==> config.mk <==
export PLATFORM = sky130hd
export DESIGN_NAME = pipe_hazard_ctrl_flat
export DESIGN_NICKNAME = d
export VERILOG_FILES = /design/src/rtl/pipe_hazard_ctrl_if.sv /design/src/rtl/pipe_hazard_ctrl.sv /design/src/flat_wrapper.sv
export SDC_FILE = /design/constraint.sdc
export NUM_CORES = 1
export LEC_CHECK = 0
export ABC_AREA = 1
export BUFFER_PORTS_ARGS = -buffer_cell sky130_fd_sc_hd__buf_4
export CAP_MARGIN = 25
export CELL_PAD_IN_SITES_DETAIL_PLACEMENT = 0
export CELL_PAD_IN_SITES_GLOBAL_PLACEMENT = 2
export CORE_AREA = 2 2 71 73
export CTS_CLUSTER_DIAMETER = 120
export DETAILED_ROUTE_END_ITERATION = 8
export DIE_AREA = 0 0 73 75
export PLACE_DENSITY = 0.75
export SLEW_MARGIN = 20
export SYNTH_ARGS = -nofsm -noshare
export SYNTH_HDL_FRONTEND = slang
export SYNTH_SLANG_ARGS = --single-unit
==> constraint.sdc <==
create_clock -name clk -period 1.7 [get_ports clk]
set_input_delay 0.34 -clock clk [delete_from_list [all_inputs] [get_ports clk]]
set_output_delay 0.34 -clock clk [all_outputs]
set_load 0.05 [all_outputs]
==> src/rtl/pipe_hazard_ctrl_if.sv <==
// Handshake bundle between decode/EX/MEM control and the hazard sequencer.
// master = pipeline side driving hazard inputs, slave = the sequencer itself.
interface pipe_hazard_ctrl_if;
  logic [4:0] id_rs;
  logic [4:0] id_rt;
  logic       id_uses_rs;
  logic       id_uses_rt;
  logic [1:0] id_md_op;
  logic       id_reads_hl;
  logic [4:0] ex_rw;
  logic       ex_regWr;
  logic [1:0] ex_memtoreg;
  logic       mem_exc;
  logic       mem_eret;
  logic       pc_stall;
  logic       ifid_stall;
  logic       ifid_flush;
  logic       idex_flush;
  logic       exmem_flush;
  logic [1:0] cp0bubble;
  logic       md_start;
  logic       md_busy;
  logic       pc_redirect;

  modport master (
    output id_rs, id_rt, id_uses_rs, id_uses_rt, id_md_op, id_reads_hl,
           ex_rw, ex_regWr, ex_memtoreg, mem_exc, mem_eret,
    input  pc_stall, ifid_stall, ifid_flush, idex_flush, exmem_flush,
           cp0bubble, md_start, md_busy, pc_redirect
  );

  modport slave (
    input  id_rs, id_rt, id_uses_rs, id_uses_rt, id_md_op, id_reads_hl,
           ex_rw, ex_regWr, ex_memtoreg, mem_exc, mem_eret,
    output pc_stall, ifid_stall, ifid_flush, idex_flush, exmem_flush,
           cp0bubble, md_start, md_busy, pc_redirect
  );
endinterface

==> src/rtl/pipe_hazard_ctrl.sv <==
// Stall/flush sequencer: load-use and HI/LO hazards, mult/div serialisation,
// CP0 exception/eret flush with a one-cycle FLUSH state and PC redirect pulse.
module pipe_hazard_ctrl #(
  parameter int MULT_CYCLES = 4,
  parameter int DIV_CYCLES  = 32,
  parameter int CNT_W       = 6
) (
  input logic             clk,
  input logic             rst_n,
  pipe_hazard_ctrl_if.slave bus
);

  typedef enum logic [1:0] {RUN, MD_WAIT, FLUSH} state_t;

  state_t           state;
  state_t           state_nxt;
  logic [CNT_W-1:0] cnt;
  logic             busy_q;
  logic             start_q;
  logic             redir_q;
  logic [1:0]       cpb_q;

  logic exc_any;
  logic lu;
  logic hl;
  logic stall;
  logic start_ok;
  logic cnt_zero;

  assign exc_any  = bus.mem_exc | bus.mem_eret;
  assign cnt_zero = (cnt == '0);
  assign lu = (state != FLUSH) & bus.ex_regWr & (bus.ex_memtoreg == 2'd1) &
              (bus.ex_rw != 5'd0) &
              ((bus.id_uses_rs & (bus.id_rs == bus.ex_rw)) |
               (bus.id_uses_rt & (bus.id_rt == bus.ex_rw)));
  assign hl = busy_q & (bus.id_reads_hl | (bus.id_md_op != 2'b00));
  // A flush in progress outranks any stall so the redirect is never held off.
  assign stall    = (lu | hl) & ~exc_any & (state != FLUSH);
  assign start_ok = (state == RUN) & ((bus.id_md_op == 2'b01) | (bus.id_md_op == 2'b10)) &
                    ~stall & ~exc_any;

  always_ff @(posedge clk) begin
    if (!rst_n) state <= RUN;
    else        state <= state_nxt;
  end

  always_comb begin
    state_nxt = state;
    if (exc_any) begin
      state_nxt = FLUSH;
    end else begin
      case (state)
        RUN:     if (start_ok) state_nxt = MD_WAIT;
        MD_WAIT: if (cnt_zero) state_nxt = RUN;
        FLUSH:   state_nxt = (busy_q & ~cnt_zero) ? MD_WAIT : RUN;
        default: state_nxt = RUN;
      endcase
    end
  end

  // The busy counter runs independently of the FSM so a flush never aborts it.
  always_ff @(posedge clk) begin
    if (!rst_n) begin
      cnt     <= '0;
      busy_q  <= 1'b0;
      start_q <= 1'b0;
      redir_q <= 1'b0;
      cpb_q   <= 2'd0;
    end else begin
      start_q <= start_ok;
      redir_q <= exc_any;
      cpb_q   <= bus.mem_exc ? 2'd2 : (bus.mem_eret ? 2'd1 : 2'd0);
      if (start_ok) begin
        busy_q <= 1'b1;
        cnt    <= (bus.id_md_op == 2'b01) ? CNT_W'(MULT_CYCLES - 1) : CNT_W'(DIV_CYCLES - 1);
      end else if (busy_q) begin
        if (cnt_zero) busy_q <= 1'b0;
        else          cnt    <= cnt - 1'b1;
      end
    end
  end

  logic       o_pc_stall, o_ifid_stall, o_ifid_flush, o_idex_flush, o_exmem_flush;
  logic       o_md_start, o_md_busy, o_pc_redirect;
  logic [1:0] o_cp0bubble;
  logic       flush_all;

  always_comb begin
    flush_all     = exc_any | (state == FLUSH);
    o_pc_stall    = 1'b0;
    o_ifid_stall  = 1'b0;
    o_ifid_flush  = 1'b0;
    o_idex_flush  = 1'b0;
    o_exmem_flush = 1'b0;
    o_cp0bubble   = 2'd0;
    o_md_start    = 1'b0;
    o_md_busy     = 1'b0;
    o_pc_redirect = 1'b0;
    if (rst_n) begin
      o_pc_stall    = stall;
      o_ifid_stall  = stall;
      o_ifid_flush  = flush_all;
      o_idex_flush  = flush_all | stall;
      o_exmem_flush = flush_all;
      o_cp0bubble   = cpb_q;
      o_md_start    = start_q;
      o_md_busy     = busy_q;
      o_pc_redirect = redir_q;
    end
  end

  assign bus.pc_stall    = o_pc_stall;
  assign bus.ifid_stall  = o_ifid_stall;
  assign bus.ifid_flush  = o_ifid_flush;
  assign bus.idex_flush  = o_idex_flush;
  assign bus.exmem_flush = o_exmem_flush;
  assign bus.cp0bubble   = o_cp0bubble;
  assign bus.md_start    = o_md_start;
  assign bus.md_busy     = o_md_busy;
  assign bus.pc_redirect = o_pc_redirect;

endmodule

==> src/flat_wrapper.sv <==
// flat-port wrapper written by rule: the top's interface ports become plain ports
module pipe_hazard_ctrl_flat 
#(
  parameter int MULT_CYCLES = 4,
  parameter int DIV_CYCLES  = 32,
  parameter int CNT_W       = 6
)
  (clk, rst_n, bus_id_rs, bus_id_rt, bus_id_uses_rs, bus_id_uses_rt, bus_id_md_op, bus_id_reads_hl, bus_ex_rw, bus_ex_regWr, bus_ex_memtoreg, bus_mem_exc, bus_mem_eret, bus_pc_stall, bus_ifid_stall, bus_ifid_flush, bus_idex_flush, bus_exmem_flush, bus_cp0bubble, bus_md_start, bus_md_busy, bus_pc_redirect);
  pipe_hazard_ctrl_if bus_i ();
  input logic clk;
  input logic rst_n;
  input wire logic [$bits(bus_i.id_rs)-1:0] bus_id_rs;
  input wire logic [$bits(bus_i.id_rt)-1:0] bus_id_rt;
  input wire logic [$bits(bus_i.id_uses_rs)-1:0] bus_id_uses_rs;
  input wire logic [$bits(bus_i.id_uses_rt)-1:0] bus_id_uses_rt;
  input wire logic [$bits(bus_i.id_md_op)-1:0] bus_id_md_op;
  input wire logic [$bits(bus_i.id_reads_hl)-1:0] bus_id_reads_hl;
  input wire logic [$bits(bus_i.ex_rw)-1:0] bus_ex_rw;
  input wire logic [$bits(bus_i.ex_regWr)-1:0] bus_ex_regWr;
  input wire logic [$bits(bus_i.ex_memtoreg)-1:0] bus_ex_memtoreg;
  input wire logic [$bits(bus_i.mem_exc)-1:0] bus_mem_exc;
  input wire logic [$bits(bus_i.mem_eret)-1:0] bus_mem_eret;
  output wire logic [$bits(bus_i.pc_stall)-1:0] bus_pc_stall;
  output wire logic [$bits(bus_i.ifid_stall)-1:0] bus_ifid_stall;
  output wire logic [$bits(bus_i.ifid_flush)-1:0] bus_ifid_flush;
  output wire logic [$bits(bus_i.idex_flush)-1:0] bus_idex_flush;
  output wire logic [$bits(bus_i.exmem_flush)-1:0] bus_exmem_flush;
  output wire logic [$bits(bus_i.cp0bubble)-1:0] bus_cp0bubble;
  output wire logic [$bits(bus_i.md_start)-1:0] bus_md_start;
  output wire logic [$bits(bus_i.md_busy)-1:0] bus_md_busy;
  output wire logic [$bits(bus_i.pc_redirect)-1:0] bus_pc_redirect;
  assign bus_i.id_rs = bus_id_rs;
  assign bus_i.id_rt = bus_id_rt;
  assign bus_i.id_uses_rs = bus_id_uses_rs;
  assign bus_i.id_uses_rt = bus_id_uses_rt;
  assign bus_i.id_md_op = bus_id_md_op;
  assign bus_i.id_reads_hl = bus_id_reads_hl;
  assign bus_i.ex_rw = bus_ex_rw;
  assign bus_i.ex_regWr = bus_ex_regWr;
  assign bus_i.ex_memtoreg = bus_ex_memtoreg;
  assign bus_i.mem_exc = bus_mem_exc;
  assign bus_i.mem_eret = bus_mem_eret;
  assign bus_pc_stall = bus_i.pc_stall;
  assign bus_ifid_stall = bus_i.ifid_stall;
  assign bus_ifid_flush = bus_i.ifid_flush;
  assign bus_idex_flush = bus_i.idex_flush;
  assign bus_exmem_flush = bus_i.exmem_flush;
  assign bus_cp0bubble = bus_i.cp0bubble;
  assign bus_md_start = bus_i.md_start;
  assign bus_md_busy = bus_i.md_busy;
  assign bus_pc_redirect = bus_i.pc_redirect;
  pipe_hazard_ctrl #(.MULT_CYCLES(MULT_CYCLES), .DIV_CYCLES(DIV_CYCLES), .CNT_W(CNT_W)) u_core (.clk(clk), .rst_n(rst_n), .bus(bus_i));
endmodule
==> results.toml <==
[run_status]
outcome = "finished, violations left"
failed_checks = "setup timing"

[final_layout]
seqCellArea_sq_um = 263
stdcell_area_sq_mm = 0.00154
multi_input_area_sq_um = 566
fillers = 534
areaGrowthSynthToFinish_pct = 59.1
fin_util_pct = 33.0
n_antenna_cell = 0
drive_gt1_share_pct = 33.0
final_nets = 259
stdcell_count = 281

[global_routing]
grt_pass1_vias = 1081
grt_overflow = 0
grt_pass1_wl_um = 4430
grt_max_degree = 12
antenna_found_initial = 0
track_usage_pct = 10.3

[sta]
tns_ps = -627
rsz0062_at_grt = "yes"
tightest_slew_ps = 233
finalClockSkew_ps = 0.693
post-route-period-util_pct = 109
fmax_ghz = 0.539
period_minus_slack_ps = 1850
finalSetupViolCount = 5
hold_viol_final = 0
fin_ws_ps = -154
drv_slew = 0
relSlewSlack_pct = 84.5

[clock_tree]
cts_made_buffers = 3
clock_path_buffers = 2
htreeDepth = 1
clock_tree.root_cell = "clkbuf_8"
clk_pin_slew_worst_paths_ps = 50
cts_tree = "done"
cts.sinks = 13
ctsHoldBuffers = 0
insertion_delay_ps = 240

[drt]
wl_per_cell_um = 9.49
drc_errors = 0
first_iter_violations = 29
ant_nets = 0
drt_first_pass_iters = 4
avgViaCountPerCell = 3.94
vias = 1108
wl_um = 2670

[yosys]
synth_area_leaders = "dfxtp_1, nand2_1, inv_1"
synth_compound_area_share_pct = 3.89
synth_cell_types = 19
synth_xor_area_share_pct = 3.63
syn-instance-count = 170
synth_area_leader_cell = "dfxtp_1"
synth_common_cells = "nand2_1, inv_1, nor2_1"
synth_fp_nets = 201
ys.flop_type = "dfxtp_1"
synthAdderAreaFrac_pct = 5.18
ys_seq_area_share_pct = 26.9
synthMostInstantiatedCell = "nand2_1"
ys_ff_latch = 13
avgSynthCellArea_sq_um = 5.68
synth_edf_count = 0
async_flop_share_pct = 0
synth_top_family_by_area = "simple AND/OR/NAND/NOR gates"
synth-simple-area-share_pct = 42.5
syn_area_sq_um = 966
yosysWarnings = 0
synthMuxAreaShare_pct = 0
synth_top_area_share_pct = 26.9

[floorplanning]
die_w_um = 73
pin_count = 37
core_sq_mm = 0.00466
die_y_um = 75
row_count = 25
dieArea_sq_mm = 0.00548
initial_core_util_pct = 20.7

[setup_path]
critPathMaxStageDelay_ps = 330
arrival_ps = 1510
crit_path_start_kind = "flip-flop"
slowest_stage = "dfxtp_2"
required_ps = 1360
critPathKind = "flip-flop to output pin"
cp_max_fo = 3
crit_chain = "inv_2 -> or2_4 -> nand4_1 -> nor2_1 -> nand2_1 -> nand2_1 -> nand2_2 -> nor2_4 -> nor2_2 -> inv_2 -> buf_6"
end_kind = "output pin"

[place]
gp_congestion = 0.767
placed_cell_area_sq_mm = 0.00139
port_buffers = 36
dp_worst_setup_slack_ps = -76.8
hpwl_um = 2090
dp.cells = 269

[power]
power_leakage_nw = 0.898
ir_worst_vdd_mv = 0.328
powerDensity_mw_per_mm2 = 605

[hold_path]
min_path_type = "primary input to flip-flop"

[run]
cap_violations = 0
stage by stage:
stage                     hold WS, ps  power [mW]
after floorplan                   412       0.514
after global placement            468       0.628
after detailed placement          480       0.626
after global routing              368       0.997
final                             350       0.929
after CTS                         354       0.933
logic make-up after synthesis:
logic type	Yosys count
simple gates	101
compound gates	7
fa+ha+maj	4
xor+xnor	4
flops	13
buf+inv	41
layout by cell type (no fill, tap or decap):
cell and instances:
a21oi_1 3, a31oi_1 2, buf_4 52, buf_6 3, buf_8 2, clkbuf_1 1
clkbuf_8 3, dfxtp_1 11, dfxtp_2 2, ha_1 4, inv_1 31, inv_2 5
inv_4 1, nand2_1 57, nand2_2 1, nand2_4 1, nand3_1 10, nand3b_1 1
nand4_1 1, nor2_1 22, nor2_2 1, nor2_4 3, nor3_1 2, nor4_1 1
o21ai_0 2, or2_4 1, xnor2_1 1, xor2_1 3
metal layers:
layer / part of all wire [%] / global-route usage [%] / vias up
li1: - / - / 614
met1: 45 / 12.2 / 462
met2: 48 / 18.4 / 30
met3: 5.9 / 2.28 / 2
met4: 1.0 / 3.70 / 0
met5: 0 / 0 / -
worst max-delay path, delay by kind of cell, from the launching register on:
family        cells  cell delay (ps)
simple gates      8              730
flops             1              330
buf+inv           3              210
report_power, final:
group | total (mW) | internal (mW) | switching, mW
combinational | 0.325 | 0.158 | 0.167
sequential | 0.332 | 0.322 | 0.0102
clock | 0.271 | 0.165 | 0.106
total | 0.929 | 0.645 | 0.284
final cells by class:
cell class | instances | area share (%)
clock buffer | 4 | 2.93
inverter | 37 | 9.20
multi-input combinational | 116 | 36.8
sequential | 13 | 17.1
tap | 54 | 4.40
timing repair buffer | 57 | 29.6
state kept, by name (all words and copies together), names as in the netlist:
register        flops
u_core.start_q      1
u_core.redir_q      1
u_core.cnt          6
u_core.state        2
u_core.busy_q       1
u_core.cpb_q        2
path summary, 6_finish.rpt:
check / cells after the start / from / slack [ps] / to
max: 11 / u_core.state[1] / -150 / bus_idex_flush
min: 4 / bus_mem_eret / 350 / u_core.state[0]
max reg2reg: 12 / u_core.state[1] / 130 / u_core.state[0]
min reg2reg: 2 / u_core.cnt[0] / 490 / u_core.cnt[0]
timing repair:
| action | CTS | global route |
|---|---|---|
| buffers inserted | 6 | 2 |
| resized for setup | 13 | 3 |
| gates cloned | 0 | 0 |
| endpoints found under the setup margin | 5 | 9 |
| pin swaps | 2 | 3 |
(Power assumes the default switching activity.)
